File: src/rtl/counter_ctrl_if.sv
// Counter bus between the controller and the 16-bit event counter.
//   count_in  : current counter value fed back from the counter
//   cnt_inc   : single-cycle increment pulse to the counter
//   cnt_clr_n : active-low clear to the counter
// master = controller side, slave = counter side.
interface counter_ctrl_if;
  logic [15:0] count_in;
  logic        cnt_inc;
  logic        cnt_clr_n;

  modport master (
    input  count_in,
    output cnt_inc,
    output cnt_clr_n
  );

  modport slave (
    output count_in,
    input  cnt_inc,
    input  cnt_clr_n
  );
endinterface

File: src/rtl/counter_ctrl.sv
// Sequencer for the board's 16-bit event counter.
// Debounces three push-buttons (step, run/pause, clear), runs a prescaler
// that produces an auto-increment tick while running, and arbitrates all
// increment/clear requests through a 4-state FSM. Increments stop once the
// fed-back count reaches LIMIT.
// Ports:
//   clk       : system clock, rising edge
//   reset     : synchronous, active-low reset
//   btn_step  : raw button, one increment per press
//   btn_run   : raw button, toggles run/pause
//   btn_clr   : raw button, clears the counter
//   cnt       : counter bus (count_in in, cnt_inc / cnt_clr_n out)
//   state     : 00 IDLE, 01 RUN, 10 PAUSE, 11 DONE
//   done      : high while state == DONE
module counter_ctrl #(
  parameter int          DEBOUNCE_CYCLES = 500000,
  parameter int          TICK_DIV        = 100000000,
  parameter logic [15:0] LIMIT           = 16'hFFFF
) (
  input  logic                  clk,
  input  logic                  reset,
  input  logic                  btn_step,
  input  logic                  btn_run,
  input  logic                  btn_clr,
  counter_ctrl_if.master        cnt,
  output logic [1:0]            state,
  output logic                  done
);

  localparam int DB_W = (DEBOUNCE_CYCLES > 2) ? $clog2(DEBOUNCE_CYCLES) : 1;
  localparam int PS_W = (TICK_DIV > 2) ? $clog2(TICK_DIV) : 1;
  localparam logic [DB_W-1:0] DB_LAST = DB_W'(DEBOUNCE_CYCLES - 1);
  localparam logic [PS_W-1:0] PS_LAST = PS_W'(TICK_DIV - 1);

  typedef enum logic [1:0] {
    IDLE  = 2'b00,
    RUN   = 2'b01,
    PAUSE = 2'b10,
    DONE  = 2'b11
  } state_t;

  state_t state_q, state_nxt;

  // Button index: 0 = step, 1 = run, 2 = clear
  logic [2:0]            raw;
  logic [2:0]            sync_p0, sync_p1;
  logic [2:0][DB_W-1:0]  db_cnt;
  logic [2:0]            level_p2, level_p3;
  logic [2:0]            press_p4;

  logic                  step_p, run_p, clr_p;
  logic [PS_W-1:0]       presc;
  logic                  tick;
  logic                  inc_req;
  logic                  inc_nxt, clr_n_nxt, done_nxt;
  logic                  below_limit;

  assign raw = {btn_clr, btn_run, btn_step};

  // Stage p0/p1: two-flop synchroniser.
  // Stage p2: debounced level; the counter runs only while the sample
  //           disagrees with the accepted level, so any bounce back restarts it.
  // Stage p3/p4: delayed level and registered rising-edge press pulse.
  always_ff @(posedge clk) begin
    if (!reset) begin
      sync_p0  <= '0;
      sync_p1  <= '0;
      db_cnt   <= '0;
      level_p2 <= '0;
      level_p3 <= '0;
      press_p4 <= '0;
    end else begin
      sync_p0 <= raw;
      sync_p1 <= sync_p0;
      for (int i = 0; i < 3; i++) begin
        if (sync_p1[i] == level_p2[i]) begin
          db_cnt[i] <= '0;
        end else if (db_cnt[i] == DB_LAST) begin
          level_p2[i] <= sync_p1[i];
          db_cnt[i]   <= '0;
        end else begin
          db_cnt[i] <= db_cnt[i] + 1'b1;
        end
      end
      level_p3 <= level_p2;
      press_p4 <= level_p2 & ~level_p3;
    end
  end

  assign step_p = press_p4[0];
  assign run_p  = press_p4[1];
  assign clr_p  = press_p4[2];

  // Prescaler: held at 0 outside RUN and on the edge that leaves RUN, so
  // every RUN entry starts a full TICK_DIV period.
  assign tick = (state_q == RUN) && (presc == PS_LAST);

  always_ff @(posedge clk) begin
    if (!reset) begin
      presc <= '0;
    end else if (state_q != RUN || state_nxt != RUN || tick) begin
      presc <= '0;
    end else begin
      presc <= presc + 1'b1;
    end
  end

  assign below_limit = (cnt.count_in < LIMIT);

  // FSM state and registered outputs
  always_ff @(posedge clk) begin
    if (!reset) begin
      state_q       <= IDLE;
      cnt.cnt_inc   <= 1'b0;
      cnt.cnt_clr_n <= 1'b0;
      done          <= 1'b0;
    end else begin
      state_q       <= state_nxt;
      cnt.cnt_inc   <= inc_nxt;
      cnt.cnt_clr_n <= clr_n_nxt;
      done          <= done_nxt;
    end
  end

  // Next state: clear beats run beats step beats tick; losers are dropped.
  always_comb begin
    state_nxt = state_q;
    inc_req   = 1'b0;
    if (clr_p) begin
      state_nxt = IDLE;
    end else begin
      case (state_q)
        IDLE: begin
          if (run_p)       state_nxt = RUN;
          else if (step_p) inc_req   = 1'b1;
        end
        RUN: begin
          if (run_p)       state_nxt = PAUSE;
          else if (tick)   inc_req   = 1'b1;
        end
        PAUSE: begin
          if (run_p)       state_nxt = RUN;
          else if (step_p) inc_req   = 1'b1;
        end
        default: ;
      endcase
      // A request at or beyond the terminal count is swallowed and parks the FSM.
      if (inc_req && !below_limit) state_nxt = DONE;
    end
  end

  // Output decode
  always_comb begin
    inc_nxt   = inc_req && below_limit;
    clr_n_nxt = ~clr_p;
    done_nxt  = (state_nxt == DONE);
  end

  assign state = state_q;

endmodule
File: src/flat_wrapper.sv
// flat-port wrapper written by rule: the top's interface ports become plain ports
module counter_ctrl_flat 
#(
  parameter int          DEBOUNCE_CYCLES = 500000,
  parameter int          TICK_DIV        = 100000000,
  parameter logic [15:0] LIMIT           = 16'hFFFF
)
  (clk, reset, btn_step, btn_run, btn_clr, state, done, cnt_count_in, cnt_cnt_inc, cnt_cnt_clr_n);
  counter_ctrl_if cnt_i ();
  input  logic clk;
  input  logic reset;
  input  logic btn_step;
  input  logic btn_run;
  input  logic btn_clr;
  output logic [1:0] state;
  output logic done;
  input wire logic [$bits(cnt_i.count_in)-1:0] cnt_count_in;
  output wire logic [$bits(cnt_i.cnt_inc)-1:0] cnt_cnt_inc;
  output wire logic [$bits(cnt_i.cnt_clr_n)-1:0] cnt_cnt_clr_n;
  assign cnt_i.count_in = cnt_count_in;
  assign cnt_cnt_inc = cnt_i.cnt_inc;
  assign cnt_cnt_clr_n = cnt_i.cnt_clr_n;
  counter_ctrl #(.DEBOUNCE_CYCLES(DEBOUNCE_CYCLES), .TICK_DIV(TICK_DIV), .LIMIT(LIMIT)) u_core (.clk(clk), .reset(reset), .btn_step(btn_step), .btn_run(btn_run), .btn_clr(btn_clr), .cnt(cnt_i), .state(state), .done(done));
endmodule
File: config.mk
export PLATFORM = sky130hd
export DESIGN_NAME = counter_ctrl_flat
export DESIGN_NICKNAME = d
export VERILOG_FILES = /design/src/rtl/counter_ctrl_if.sv /design/src/rtl/counter_ctrl.sv /design/src/flat_wrapper.sv
export SDC_FILE = /design/constraint.sdc
export NUM_CORES = 1
export LEC_CHECK = 0
export CAP_MARGIN = 20
export CORE_MARGIN = 3
export CORE_UTILIZATION = 50
export CTS_CLUSTER_SIZE = 12
export DETAILED_ROUTE_END_ITERATION = 12
export PLACE_DENSITY = 0.71
export REMOVE_ABC_BUFFERS = 1
export SYNTH_ARGS = -nofsm -noshare
export SYNTH_HDL_FRONTEND = slang
export SYNTH_SLANG_ARGS = --single-unit
File: constraint.sdc
create_clock -name clk -period 2.8 [get_ports clk]
set_clock_uncertainty 0.1 [all_clocks]
set_input_delay 0.42 -clock clk [delete_from_list [all_inputs] [get_ports clk]]
set_output_delay 0.42 -clock clk [all_outputs]
set_load 0.005 [all_outputs]
==> results.md <==
- IO Port Bufs: 25
- Worst r2r dst: u_core.presc[9]
- Min-Delay Startpoint: u_core.level_p3[1]
- Core area: 8340 sq um
- Status: complete, no violations
- Final setup viols: 0
- P per Cell Area: 499 nW/um^2
- Clock Tree Root: clkbuf_8
- Min-delay worst type: flop to flop
- CTS resizes: 0
- Dpl cells: a little over 600
- Most numerous cell in the Yosys netlist: dfxtp_1
- Unrepaired setup endpoints after global routing: false
- Fin crit share: 87.7%
- Seq cells post-synth: approximately 100
- Largest net degree at the start of global routing: 22
- Final number of max-transition violations: 0
- Ranking of synthesized cells by area: dfxtp_1 (48%), xor2_1 (9.8%), nor2_1 (8.8%)
- Worst EP arrival: 2.58 ns
- Clk Latency, worst-skew pair: between 0.3 and 0.4 ns
- Cts bufs inserted: 9
- Crit-path slowest cell: or4b_1
- Final WL: 7.57 mm
- I/O pin total: 26
- Synth Cell Area: around 4400 sq um
- CTS H-tree depth: 3
- Fraction of layout cells with a size suffix above 1: 5.51%
- # diodes: 0
- Post-CTS setup buffers: 0
- Overall routing resource usage: 16.8%
- WP data required: 2.92 ns
- RR Startpoint: u_core.presc[19]
- Total congestion overflow: 0
- Initial antenna violation count: 0
- Slew of the pin with the lowest slew margin: slightly below 0.7 ns
- Row count: 33
- Worst path cell trace: or4b_1 -> or4_4 -> nor4_4 -> a21o_2 -> nor2_1
- Final ANT Viol Nets: 0
- Syn_area_per_cell: 8.88 sq um
- Die area: 9870 sq um
- Drt pass-1 iters: 4
- Synth top area share: a little under half
- Clock Tree Buf Depth: 2
- Slowest stage delay, CP: 0.52 ns
- Final Net Count: 546
- Reg2reg setup slack: ~0.34 ns
- Top cells by instance count after synthesis: dfxtp_1 (104), nor2_1 (102), xor2_1 (49), nand3_1 (35), nand2_1 (33)
- Total number of vias: 3298
- Hpwl dp: 5.33 mm
- Post-synth ARST share: 0%
- Setup total negative slack: 0 ns
- Slew headroom: 53.7%
- Die H: around 100 microns
- Max-cap violations: 0
- Vias in the first global route: 3191
- Clock Sink Count: 104
- Synth cell types: 41
- Reg2reg path depth: 5
- Top_reg_cell synth: dfxtp_1
- Routed len/inst: 12.0 microns
- Bufs and invs on worst path: 0
- Hold path cells: 1
- Post-synth top area cell: dfxtp_1
- First-pass GRT wire length: 13.8 mm
- Setup CP Type: flop to flop
- Starting Density: 52.3%
- Sequential share of the synthesized area: between 40 and 50%
- Hold buffer count at CTS: 0
- Placer congestion estimate: around 0.84
- Tmin final: approximately 2.5 ns
- Synthesized instance count: 491
- CP max FO: 21
- CP Capture Type: flop
- Post-synth EDFFs: 0
- First DRT Iteration DRCs: 114
- Finished Layout Cells: about 630
- Residual DRC: 0
- Die X: roughly 99 microns
- Clock-pin transition on the worst setup and hold timing paths: 0.09 ns
- Final hold vios: 0
- Fill cells: 748
- Area Growth Syn to Fin: 12.6%
- Crit path max-delay family: simple AND/OR/NAND/NOR gates
- VDD IR-drop max: 263 uV
- LEAKAGE: approximately 1.6 nW
- WP depth: 5
- Via density: 5.23
- Startpoint types: flop
- Syn. warnings: 0
- CTS tree: built
- Worst Hold End: u_core.press_p4[1]
- Fmax: 407 MHz
[cell usage in the layout, fill, tap and decap left out, types with 11 or more instances in the layout]
master / count
nor2_1: 102
inv_1: 14
dfxtp_1: 104
and2_1: 11
xnor2_1: 28
clkdlybuf4s50_1: 25
nand2_1: 33
xor2_1: 49
nand4_1: 29
nand3_1: 35
[per-stage QoR]
| step | cell area [sq um] | setup slack [ns] | power [mW] | hold slack [ns] | utilization, % |
|---|---|---|---|---|---|
| floorplan | 4310 | 0.625 | 1.53 | 0.267 | - |
| global placement | 4710 | 0.473 | 1.57 | 0.273 | 56.5 |
| detailed placement | 4710 | 0.365 | 1.57 | 0.272 | 56.5 |
| CTS | 4910 | 0.339 | 2.50 | 0.284 | 58.9 |
| global route | 4910 | 0.225 | 2.55 | 0.318 | 58.9 |
| finish | 4910 | 0.343 | 2.45 | 0.284 | 58.9 |
[layer usage]
metal / wire length [microns] / GRT usage, % / up-vias / share of wire (%)
met4: 58 / 4.62 / 0 / 0.77
met1: 3700 / 21.5 / 1540 / 49
met3: 258 / 4.49 / 4 / 3.4
met2: 3540 / 27.9 / 49 / 47
met5: 0 / 0 / - / 0
li1: - / - / 1705 / -
[final cells by class]
type	count	area, sq um	area share (%)
clock inverters	4	51.3	1.05
clock buffers	12	145	2.96
repair buffers	28	273	5.56
well taps	105	131	2.68
inverters	14	52.6	1.07
multi-input cells	364	2170	44.3
flip-flops and latches	104	2080	42.4
[cell families (layout without fill, tap and decap cells)]
family	after synthesis	after routing	synth area share (%)
AOI/OAI and AO/OA	9	9	1.29
buffers and inverters	23	58	2.35
adders and majority gates	4	4	1.15
muxes	4	4	0.919
and+or+nand+nor	270	270	31.0
DFF	104	104	47.8
xor gates and xnor gates	77	77	15.5
[state kept, by name, indices dropped and copies added, names as in the netlist]
register and count:
u_core.presc 27, u_core.db_cnt 57, u_core.level_p2 3, u_core.press_p4 3, u_core.cnt.cnt_inc 1, u_core.sync_p1 3
u_core.done 1, u_core.sync_p0 3, u_core.state 2, u_core.cnt.cnt_clr_n 1, u_core.level_p3 3
[worst max path at each step]
stage,startpoint,endpoint,slack (ns)
6_report,u_core.presc[19],u_core.presc[9],0.34
5_1_grt,u_core.presc[19],u_core.presc[9],0.23
4_1_cts,u_core.presc[19],u_core.presc[3],0.34
3_5_place_dp,u_core.presc[19],u_core.presc[3],0.36
3_3_place_gp,u_core.presc[19],u_core.presc[23],0.47
2_1_floorplan,u_core.presc[19],u_core.presc[11],0.63
[report_power, final]
group | switching (mW) | total [mW] | internal, mW
clock network | 0.474 | 0.915 | 0.441
registers | 0.00323 | 1.49 | 1.48
logic | 0.0178 | 0.0499 | 0.0321
total | 0.495 | 2.45 | 1.96
(Power assumes the default switching activity.)
==> patch (same settings) <==
`TICK_DIV` is set to 100000000 in 2 places; all go to 50000000.
--- a/src/rtl/counter_ctrl.sv
+++ b/src/rtl/counter_ctrl.sv
@@ -14,7 +14,7 @@
 //   done      : high while state == DONE
 module counter_ctrl #(
   parameter int          DEBOUNCE_CYCLES = 500000,
-  parameter int          TICK_DIV        = 100000000,
+  parameter int          TICK_DIV        = 50000000,
   parameter logic [15:0] LIMIT           = 16'hFFFF
 ) (
   input  logic                  clk,
--- a/src/flat_wrapper.sv
+++ b/src/flat_wrapper.sv
@@ -2,7 +2,7 @@
 module counter_ctrl_flat 
 #(
   parameter int          DEBOUNCE_CYCLES = 500000,
-  parameter int          TICK_DIV        = 100000000,
+  parameter int          TICK_DIV        = 50000000,
   parameter logic [15:0] LIMIT           = 16'hFFFF
 )
   (clk, reset, btn_step, btn_run, btn_clr, state, done, cnt_count_in, cnt_cnt_inc, cnt_cnt_clr_n);
Behaviour: no difference found for any inputs over 10 cycles, from zero or initial values and one cycle with reset low; that may be too few to reach the edited logic, so the function may still have changed.
==> patch against the unedited design <==
Synthesized area down 0.37%; power down 1.5%; hold slack better by 0.010 ns; sequential cell count down 1; count of clock-buffer cells in the layout down 2; routed wire length down 3.0%; largest power group unchanged; setup slack better by 0.31 ns; cell area down 1.5%.
==> patch: results <==
group,metric,value,unit
power,leakagePower,1.54,nW
synthesis,syn_inst,486,
synthesis,synth_cell_type_count,36,
layout,largestRegisters,"u_core.db_cnt: 57 flops, u_core.presc: 26 flops",
worst_setup_path,regToRegStartpoint,"u_core.presc[0]",
synthesis,ys_top_cells_by_count,"nor2_1 (106), dfxtp_1 (103), xor2_1 (50), nand3_1 (39), xnor2_1 (28)",
layout,drive_above_1_share,4.27,%
grt,grt_pass1_wl,13100,um
routing,via_count,3177,
worst_setup_path,crit_slowest_cell,"and4_1",
power,max-vdd-ir-drop,0.320,mV
placement,placed_cells,605,
synthesis,synthMuxAreaShare,0.692,%
synthesis,yosys.area_share.xor_xnor,15.7,%
run_status,status,"complete, no violations",
worst_setup_path,cp.arrival,2.28,ns
synthesis,synth_fa_ha_area_share,1.15,%
layout,fin_nets,536,
worst_setup_path,worstPathMaxFanout,24,
layout,design_area,4830,um^2
layout,fin_cells,620,
placement,pre_cts_slack,0.598,ns
placement,dp.final_hpwl,5260,um
power,switching_share,20.8,%
grt,grt_use_total,15.8,%
worst_setup_path,reg2reg_depth,7,
power,switchingPower,503,uW
==> patch: cell types whose count changed after synthesis, sizes merged, moves of 4 or more <==
cell   change
buf        +7
and4       +6
nand2      -6
nand3      +4
nor2       +4
==> patch: worst paths after layout <==
path | end | slack [ns]
max | u_core.presc[25] | 0.65
min reg2reg | u_core.press_p4[1] | 0.29
min | u_core.press_p4[1] | 0.29
max reg2reg | u_core.presc[25] | 0.65
==> patch: area by class of cell <==
cell class,instances,share of cell area (%)
inverter,12,0.932
sequential,103,42.7
clock inverter,5,1.24
timing repair buffer,27,5.49
multi-input combinational,358,44.3
clock buffer,10,2.64
tap,105,2.72
==> patch: routing by layer <==
| metal | up-vias | share of wire (%) | GRT usage, % |
|---|---|---|---|
| met3 | 4 | 3.3 | 4.70 |
| met5 | - | 0 | 0 |
| met2 | 35 | 47 | 26.5 |
| li1 | 1671 | - | - |
| met4 | 0 | 0.61 | 4.83 |
| met1 | 1467 | 49 | 19.7 |
